$ cat src/rtl/divu_hilo.sv
// Multicycle restoring unsigned divider owning HI (remainder) / LO (quotient).
// 32 edges accept->result; busy while running, new DIVU dropped while busy; done pulses one cycle.
module divu_hilo #(
  parameter int         WIDTH = 32,
  parameter logic [5:0] DIVU  = 6'b011011
) (
  input  logic             clk,
  input  logic             reset,
  input  logic             valid,
  input  logic [5:0]       Signal,
  input  logic [WIDTH-1:0] dataA,
  input  logic [WIDTH-1:0] dataB,
  output logic [WIDTH-1:0] HiOut,
  output logic [WIDTH-1:0] LoOut,
  output logic             busy,
  output logic             done
);

  localparam int       CW   = $clog2(WIDTH);
  localparam logic [0:0] IDLE = 1'b0;
  localparam logic [0:0] RUN  = 1'b1;

  logic [0:0]       r_state;
  logic [CW-1:0]    r_cnt;
  logic [WIDTH-1:0] r_div;
  logic [WIDTH-1:0] r_rem;
  logic [WIDTH-1:0] r_quot;
  logic [WIDTH-1:0] r_hi;
  logic [WIDTH-1:0] r_lo;
  logic             r_busy;
  logic             r_done;

  logic             w_accept;
  logic             w_last;
  logic [WIDTH:0]   w_rem_sh;
  logic             w_ge;
  logic [WIDTH-1:0] w_diff;
  logic [WIDTH-1:0] w_rem_nx;
  logic [WIDTH-1:0] w_quot_nx;

  assign w_accept = valid && (Signal == DIVU) && (r_state == IDLE);
  assign w_last   = (r_cnt == CW'(WIDTH - 1));

  // One restoring step: shift in the next dividend bit, subtract if it fits.
  assign w_rem_sh  = {r_rem, r_quot[WIDTH-1]};
  assign w_ge      = (w_rem_sh >= {1'b0, r_div});
  assign w_diff    = w_rem_sh[WIDTH-1:0] - r_div;
  assign w_rem_nx  = w_ge ? w_diff : w_rem_sh[WIDTH-1:0];
  assign w_quot_nx = {r_quot[WIDTH-2:0], w_ge};

  always_ff @(posedge clk or posedge reset) begin
    if (reset) begin
      r_state <= IDLE;
      r_cnt   <= '0;
      r_div   <= '0;
      r_rem   <= '0;
      r_quot  <= '0;
      r_hi    <= '0;
      r_lo    <= '0;
      r_busy  <= 1'b0;
      r_done  <= 1'b0;
    end else begin
      r_done <= 1'b0;
      case (r_state)
        IDLE: begin
          if (w_accept) begin
            r_div   <= dataB;
            r_rem   <= '0;
            r_quot  <= dataA;
            r_cnt   <= '0;
            r_busy  <= 1'b1;
            r_state <= RUN;
          end
        end
        default: begin
          r_rem  <= w_rem_nx;
          r_quot <= w_quot_nx;
          r_cnt  <= r_cnt + 1'b1;
          // HI/LO are only touched on the final step, so MFHI/MFLO never see partials.
          if (w_last) begin
            r_hi    <= w_rem_nx;
            r_lo    <= w_quot_nx;
            r_busy  <= 1'b0;
            r_done  <= 1'b1;
            r_state <= IDLE;
          end
        end
      endcase
    end
  end

  assign HiOut = r_hi;
  assign LoOut = r_lo;
  assign busy  = r_busy;
  assign done  = r_done;

endmodule
$ cat config.mk
export PLATFORM = sky130hd
export DESIGN_NAME = divu_hilo
export DESIGN_NICKNAME = d
export VERILOG_FILES = /design/src/rtl/divu_hilo.sv
export SDC_FILE = /design/constraint.sdc
export NUM_CORES = 1
export LEC_CHECK = 0
export CAP_MARGIN = 30
export CORE_MARGIN = 3
export CORE_UTILIZATION = 45
export CTS_CLUSTER_DIAMETER = 50
export DETAILED_ROUTE_END_ITERATION = 16
export PLACE_DENSITY = 0.75
export SLEW_MARGIN = 15
export SYNTH_ARGS = -nofsm -noshare
export SYNTH_HDL_FRONTEND = slang
export SYNTH_SLANG_ARGS = --single-unit
$ cat constraint.sdc
create_clock -name clk -period 12.97 [get_ports clk]
set_clock_uncertainty 0.15 [all_clocks]
set_input_delay 1.9455 -clock clk [delete_from_list [all_inputs] [get_ports clk]]
set_output_delay 1.9455 -clock clk [all_outputs]
set_load 0.01 [all_outputs]
==> results_dict.tcl <==
set metrics [dict create \
    status "complete, no violations" \
    layoutNonFillerInstCount 1350 \
    cts_resized 0 \
    ys_seq_area_share_pct 48.2 \
    min_period_over_period_pct 30.0 \
    drv_slew 0 \
    dieWidth_um 145 \
    row_count 50 \
    p_leak_nw 5.00 \
    min_delay_path_depth 2 \
    ys_top_cells_by_area "dfrtp_1 (48%), nand2_1 (10%), o21ai_0 (7.2%)" \
    finalHoldViolCount 0 \
    r2r_cells 10 \
    avgSynthCellArea_um2 9.02 \
    final_nets 1185 \
    htreeDepth 4 \
    vias 7120 \
    start_util_pct 46.2 \
    cts_root_buf "clkbuf_16" \
    grt_pass1_vias 7092 \
    ios 139 \
    maxCapViolations 0 \
    holdWs_ns 0.326 \
    wl_per_cell_um 16.1 \
    numCtsBuffers 17 \
    holdCritStartpoint "HiOut[15]$_DFFE_PP0P_" \
    ys_warn_count 0 \
    syn_nets 1076 \
    hpwl_mm 14.8 \
    diodes 0 \
    antenna_left 0 \
    end_kind "register" \
    tightestPinTransition_ns 0.900 \
    synthArstFlopShare_pct 100 \
    via_per_inst 5.27 \
    place.gp.congestion 0.904 \
    cts_num_sinks 168 \
    p_total_mw 2.35 \
    ys.flop_type "dfrtp_1" \
    min_path_type "reg2reg" \
    dr.pass1.iters 5 \
    design_area_um2 10900 \
    yosysUniqueCellTypes 62 \
    drtIter0Drc 548 \
    core_area_um2 18900 \
    dpl_cell_area_um2 10300 \
    cts_setup_buffers 0 \
    port_buffers 138 \
    yosysTopAreaCell "dfrtp_1" \
    grt_antenna_before_repair 0 \
    drive_gt1_share_pct 5.96 \
    fmax_mhz 257 \
    critical_path.startpoint "Signal[5]" \
    setup_viol 0 \
    startpoint_type "input pin" \
    setup_tns_ns 0 \
    grt_use_total_pct 21.0 \
    grt_max_degree 104 \
    synthCells 968 \
    criticalPathCategory "in2reg" \
    preCtsSetupSlack_ns 8.71 \
    critPathRequiredTime_ns 13.13 \
    min_period_ns 3.89 \
    cts_tree "done" \
    power.density_nw_per_um2 215 \
    remaining_drc_errors 0 \
    dieArea_um2 21100 \
    fillCellCount 1646 \
    grt_setup_unrepaired "false" \
    ys_ff_latch 168 \
    ctsHoldBuffers 0 \
    final_core_util_pct 57.8 \
    crit_arrival_ns 4.05 \
    path_clk_slew_ns 0.07 \
    synth_edf_count 0 \
    synth_top_area_share_pct 48.2 \
    vdd_drop_max_uv 150 \
    fp.dieH_um 145 \
    wl_mm 21.7 \
    area_growth_pct 25.1 \
    grt.overflow.total 0 \
    clock_latency_ns 0.44 \
    clock_tree.buffer_depth 2 \
    relSlewSlack_pct 40.0 \
    setup_slack_ns 9.08 \
    mappedNetlistArea_um2 8730 \
    grt_pass1_wl_mm 36.3 \
    path_max_fanout 36 \
    rr_startpoint "r_div[24]$_DFFE_PP0P_" \
    dp.cells 1317 \
    layout_commonest_cell "nand2_1" \
    final_cell_mix "nand2_1 (239), dfrtp_1 (167), clkdlybuf4s50_1 (138), o21ai_0 (126), mux2i_1 (41)" \
]
## routing by layer
metal | track usage (%) | part of all wire [%]
met2 | 34.0 | 47
met5 | 0 | 0
met4 | 7.12 | 2.4
met3 | 4.62 | 4.1
met1 | 28.1 | 47
## power by group
group | switching, mW | internal, mW
Clock | 0.230 | 0.309
Combinational | 0.561 | 0.437
Sequential | 0.117 | 0.693
Total | 0.907 | 1.44
## kinds of logic (layout without fill, tap and decap cells)
logic type / Yosys count / in the layout / synth area share [%]
AOI/OAI and AO/OA: 242 / 242 / 16.5
xor gates and xnor gates: 26 / 26 / 2.61
adders and majority gates: 35 / 35 / 5.10
buffers and inverters: 98 / 220 / 4.72
DFF: 168 / 168 / 48.2
muxes: 48 / 48 / 5.73
and+or+nand+nor: 351 / 351 / 17.2
## worst max-delay path: stages
cell             delay [ns]
clkdlybuf4s50_1        0.44
nand4b_1               0.23
nor3_2                 0.21
buf_4                  0.54
nor2_1                 0.33
o21ai_0                0.23
o21ai_0                0.11
## cells in the mapped netlist (3+ instances only)
library cell    n
nand2_1       240
dfrtp_1       168
o21ai_0       126
mux2i_1        41
inv_1          40
clkbuf_1       39
nand3_1        39
ha_1           34
a21oi_1        25
nor2_1         25
a21o_1         20
xnor2_1        16
o21ai_1        15
a31oi_1        13
xor2_1         10
and3_1          8
nand4_1         8
o21a_1          7
buf_1           6
buf_2           6
nor2b_1         6
or3_1           5
and2_1          4
buf_6           4
mux2_2          4
o22ai_1         4
a21boi_0        3
mux2_4          3
nor3_1          3
nor4_1          3
o211ai_1        3
o31a_1          3
## final cells by class
cell class              count  area (µm²)  share of cell area (%)
flip-flops and latches    168        4210                    38.5
multi-input cells         702        4130                    37.8
repair buffers            148        1490                    13.6
clock buffers              18         429                    3.93
well taps                 260         325                    2.98
clock inverters            14         185                    1.70
inverters                  40         155                    1.42
## state kept, by name (all words and copies together) (netlist names)
signal and flops:
r_cnt 5, r_rem 32, r_state 1, LoOut 32, done 1, HiOut 32, busy 1, r_quot 32
r_div 32
## final timing paths
kind	slack (ns)	to
worst max-delay path	9.08	r_cnt[3]$_DFFE_PP0P_
worst min-delay path	0.33	HiOut[15]$_DFFE_PP0P_
worst max register to register	9.32	HiOut[9]$_DFFE_PP0P_
worst min register to register	0.33	HiOut[15]$_DFFE_PP0P_
max in group asynchronous	9.94	r_div[23]$_DFFE_PP0P_
min in group asynchronous	1.67	r_rem[3]$_DFFE_PP0P_
Power figures use the tool's default switching activity.
==> patch 1 (same settings) <==
Register the output `HiOut` once more, with the module's reset; this adds one clock of latency there. The other outputs are not delayed to match.
--- a/src/rtl/divu_hilo.sv
+++ b/src/rtl/divu_hilo.sv
@@ -89,7 +89,13 @@
     end
   end
 
-  assign HiOut = r_hi;
+  always_ff @(posedge clk or posedge reset) begin
+    if (reset) begin
+      HiOut <= '0;
+    end else begin
+      HiOut <= r_hi;
+    end
+  end
   assign LoOut = r_lo;
   assign busy  = r_busy;
   assign done  = r_done;
Check against the original RTL: no difference found for any inputs over 10 cycles, from zero or initial values and one cycle with reset high; that may be too few to reach the edited logic, so the function may still have changed.
==> patch 1 against the unedited design <==
  * Worst hold slack got worse by 100 ps
  * Combinational power increased by 4%
  * Setup slack got worse by 470 ps
  * Global-route usage decreased by 1.1 points
  * Design area increased by 8.3%
  * Cell count increased by 4.1%
  * Count of clock-buffer cells in the layout unchanged
  * Synthesized area increased by 10%
  * Via count increased by 6.5%
  * Sequential cell count increased by 32
  * Critical path depth decreased by 1
  * Wire length increased by 6.9%
  * Power increased by 8.8%
  * Non-clock buffer count decreased by 1
  * Largest cell class unchanged
  * Largest power group unchanged
==> patch 1: results (changes against the unedited design) <==
{| class="wikitable"
! Metric !! Value
|-
| N_diodes || 0 (unchanged)
|-
| Dpl ws || 8158 ps (was 8710 ps)
|-
| Data arrival, critical path || 4530 ps (was 4050 ps)
|-
| Pin count of the biggest net entering global routing || 127 (was 104)
|-
| Number of cells traversed by the worst register-to-register path || 9 (was 10)
|-
| Number of global-route vias before repair || 7509 (was 7092)
|-
| Cell leakage power || 5.389 nW (was 5.004 nW)
|-
| Total nets after synthesis || 1118 (was 1076)
|-
| Number of library cell types mapped by synthesis || 63 (was 62)
|-
| Highest ir drop seen on vdd || 0.1098 mV (was 0.1503 mV)
|-
| Worst slew pin tran || 848.5 ps (was 900.4 ps)
|-
| Gate family responsible for the most delay along the worst path || simple AND/OR/NAND/NOR gates (was buffers and inverters)
|-
| Overall routed net length || 23210 um (was 21710 um)
|-
| Sequential-to-total area share from yosys stat || 52.10% (was 48.17%)
|-
| Outcome || completed (unchanged)
|-
| Deepest level of the CTS H-tree || 4 (unchanged)
|-
| HPWL after detailed placement || 15860 um (was 14810 um)
|-
| Proportion of total power due to net switching || 38.57% (was 38.67%)
|-
| Number of vias in the routed layout || 7582 (was 7120)
|-
| Wire length of the first global-routing pass || 38160 um (was 36250 um)
|-
| Highest fanout seen on the critical path || 38 (was 36)
|-
| Global Route Usage Sum || 19.88% (was 21.00%)
|-
| List of most frequent post-synthesis cells || 242 x sky130_fd_sc_hd__nand2_1, 200 x sky130_fd_sc_hd__dfrtp_1, 117 x sky130_fd_sc_hd__o21ai_0 (was 240 x sky130_fd_sc_hd__nand2_1, 168 x sky130_fd_sc_hd__dfrtp_1, 126 x sky130_fd_sc_hd__o21ai_0)
|-
| Post-synth top flop || sky130_fd_sc_hd__dfrtp_1 (unchanged)
|-
| Final Net Count || 1230 (was 1185)
|-
| Critical-path top delay cell || sky130_fd_sc_hd__or3_1 (was sky130_fd_sc_hd__buf_4)
|-
| Hold Path Cell Cnt || 0 (was 2)
|-
| Stage delay of the slowest cell on the critical path || 630 ps (was 540 ps)
|-
| Biggest area contributors in the synthesized netlist || sky130_fd_sc_hd__dfrtp_1 52%, sky130_fd_sc_hd__nand2_1 9.5%, sky130_fd_sc_hd__o21ai_0 6.1%, sky130_fd_sc_hd__mux2i_1 5.2%, sky130_fd_sc_hd__ha_1 4.4% (was sky130_fd_sc_hd__dfrtp_1 48%, sky130_fd_sc_hd__nand2_1 10%, sky130_fd_sc_hd__o21ai_0 7.2%, sky130_fd_sc_hd__ha_1 4.9%, sky130_fd_sc_hd__mux2i_1 4.7%)
|-
| Gpl congestion || 0.9005 (was 0.9038)
|}
[patch 1: cell count changes after synthesis, sizes merged, moves of 7 or more]
| cell | unedited run | this run |
|---|---|---|
| xor2 | 10 | 3 |
| mux2i | 41 | 50 |
| nand3 | 41 | 20 |
| dfrtp | 168 | 200 |
| o22ai | 4 | 20 |
| a21o | 21 | 9 |
| a21oi | 25 | 42 |
| inv | 40 | 47 |
| o21ai | 141 | 121 |
| buf | 17 | 10 |
[patch 1: power by group through the flow]
stage / Clock (mW) / Sequential, mW / Combinational (mW)
6_report: 0.559 / 0.951 / 1.04
5_1_grt: 0.592 / 0.977 / 1.15
4_1_cts: 0.564 / 0.952 / 1.04
3_5_place_dp: 0 / 0.960 / 1.03
3_3_place_gp: 0 / 0.954 / 1.01
2_1_floorplan: 0 / 0.953 / 0.696
[patch 1: cell type report]
class,instances,area (um^2)
Clock buffer,18,439.2
Clock inverter,14,182.7
Fill cell,1769,8805
Inverter,47,183.9
Multi-Input combinational cell,709,4202
Sequential cell,200,5006
Tap cell,270,337.8
Timing Repair Buffer,147,1469
[patch 1: final timing paths]
check / endpoint / slack, ps / from
worst max register to register: r_hi[13] / 9420 / r_rem[18]
worst max-delay path: r_div[0] / 8610 / Signal[5]
worst min-delay path: HiOut[29] / 220 / r_hi[29]
min in group asynchronous: r_quot[28] / 1940 / reset
max in group asynchronous: LoOut[11] / 9630 / reset
worst min register to register: HiOut[29] / 220 / r_hi[29]
[patch 1: stage by stage]
stage               std cells  power, mW  hold WS, ps  area, um^2
CTS                      1404      2.555        227.5       11790
global route             1405      2.721        232.5       11820
finish                   1405      2.554        223.9       11820
global placement         1372      1.960        206.4       11170
detailed placement       1372      1.991        210.3       11170
floorplan                1010      1.649        200.1        9605
[patch 1: cells by family (layout without fill, tap and decap cells)]
group,after synthesis,after routing,synth area share (%)
flops,200,200,52.10
simple gates,348,348,15.49
mux,55,55,5.796
fa+ha+maj,35,35,4.637
xor+xnor,20,20,1.824
compound gates,251,251,15.77
buf+inv,101,226,4.377
[patch 1: metal layers]
| layer | vias to the layer above | global-route usage (%) | part of all wire [%] |
|---|---|---|---|
| li1 | 3715 | - | - |
| met1 | 3629 | 27.53 | 47 |
| met2 | 206 | 32.03 | 47 |
| met3 | 32 | 3.612 | 4.4 |
| met4 | 0 | 6.293 | 1.8 |
| met5 | - | 0 | 0 |
==> patch 2 (config.mk and constraints unchanged) <==
Made on the original files. Change the parameter `WIDTH` from 32 to 64.
--- a/src/rtl/divu_hilo.sv
+++ b/src/rtl/divu_hilo.sv
@@ -1,7 +1,7 @@
 // Multicycle restoring unsigned divider owning HI (remainder) / LO (quotient).
 // 32 edges accept->result; busy while running, new DIVU dropped while busy; done pulses one cycle.
 module divu_hilo #(
-  parameter int         WIDTH = 32,
+  parameter int         WIDTH = 64,
   parameter logic [5:0] DIVU  = 6'b011011
 ) (
   input  logic             clk,
Interface: changed (resized HiOut, LoOut, dataA and dataB); port bits go from 139 to 267. The function was not compared with the original's and may differ.
==> patch 2 against the unedited design <==
  * Via count up 110%
  * Synthesized cell count rose by 110%
  * Wire length up 120%
  * Design area increased by 100%
  * Highest routed layer unchanged
  * Sequential cell count grew 161
  * Synthesized area up 100%
  * Power grew 94%
  * Setup slack lost 770 ps
  * Clock power up 120%
==> patch 2: results (changes against the unedited design) <==
{| class="wikitable"
! Metric !! Value
|-
| Cell Area, Placed || 20720 um^2 (was 10270 um^2)
|-
| Data arrival, critical path || 4960 ps (was 4050 ps)
|-
| Number of global-route vias before repair || 14650 (was 7092)
|-
| Detailed router's first-iteration violation count || 913 (was 548)
|-
| Highest fanout seen on the critical path || 84 (was 36)
|-
| Met2 routed WL || 22590 um (was 10140 um)
|-
| Number of antenna violations at the first check in global routing || 2 (was 0)
|-
| Minimum clock period || 4660 ps (was 3886 ps)
|-
| Global Route Usage Sum || 22.89% (was 21.00%)
|-
| Multiplexer fraction of the synthesized cell area || 8.341% (was 5.734%)
|-
| Register-to-Register Setup Slack || 8470 ps (was 9320 ps)
|-
| Stage delay of the slowest cell on the critical path || 690 ps (was 540 ps)
|-
| Biggest area contributors in the synthesized netlist || sky130_fd_sc_hd__dfrtp_1 46%, sky130_fd_sc_hd__nand2_1 11%, sky130_fd_sc_hd__mux2i_1 7.7%, sky130_fd_sc_hd__o21ai_0 5.8%, sky130_fd_sc_hd__ha_1 4.6% (was sky130_fd_sc_hd__dfrtp_1 48%, sky130_fd_sc_hd__nand2_1 10%, sky130_fd_sc_hd__o21ai_0 7.2%, sky130_fd_sc_hd__ha_1 4.9%, sky130_fd_sc_hd__mux2i_1 4.7%)
|-
| Outcome || completed (unchanged)
|-
| Cell total after placement || 2689 (was 1317)
|-
| Pin count of the biggest net entering global routing || 125 (was 104)
|-
| Routed WL per cell || 17.45 um (was 16.08 um)
|-
| Met3 global-route usage || 3.201% (was 4.622%)
|-
| Detailed route wirelength on metal3 || 2181 um (was 888 um)
|-
| Internal power of the cells || 2.736 mW (was 1.439 mW)
|-
| Cell leakage power || 10.23 nW (was 5.004 nW)
|-
| Number of port buffers || 266 (was 138)
|-
| Worst setup path end || r_div[0] (was r_cnt[3])
|-
| Detail-routed via count per cell || 5.403 (was 5.274)
|-
| Highest ir drop seen on vdd || 0.09559 mV (was 0.1503 mV)
|-
| HPWL after detailed placement || 34610 um (was 14810 um)
|-
| Number of library cell types mapped by synthesis || 78 (was 62)
|-
| Number of cells traversed by the worst register-to-register path || 11 (was 10)
|-
| GRT met1 Usage || 32.25% (was 28.13%)
|-
| Layout cell share with drive strength beyond 1 || 5.338% (was 5.963%)
|-
| Met2 Resource Use GR || 36.11% (was 33.96%)
|-
| Gate family responsible for the most delay along the worst path || simple AND/OR/NAND/NOR gates (was buffers and inverters)
|-
| Routed metal-1 wirelength || 21970 um (was 10160 um)
|}
patch 2: cell count changes after synthesis, sizes merged, moves of 14 or more:
cell,change
nor2,+47
o21ai,+101
clkbuf,+45
a21o,+22
nand2,+293
mux2i,+95
o21bai,+14
ha,+31
xnor2,+19
dfrtp,+161
inv,+47
a21oi,+75
patch 2: area by class of cell:
class,instances,area (um^2)
Fill cell,3430,16470
Multi-Input combinational cell,1475,8693
Sequential cell,329,8237
Timing Repair Buffer,283,2890
Clock buffer,53,1162
Tap cell,518,648.1
Inverter,87,335.3
Clock inverter,21,294.0
Antenna cell,2,5.005
patch 2: power by group through the flow:
stage / Sequential [mW] / Clock (mW) / Combinational [mW]
2_1_floorplan: 1.37 / 0 / 1.48
3_3_place_gp: 1.41 / 0 / 1.86
3_5_place_dp: 1.43 / 0 / 1.90
4_1_cts: 1.41 / 1.24 / 1.92
5_1_grt: 1.44 / 1.28 / 2.16
6_report: 1.41 / 1.21 / 1.94
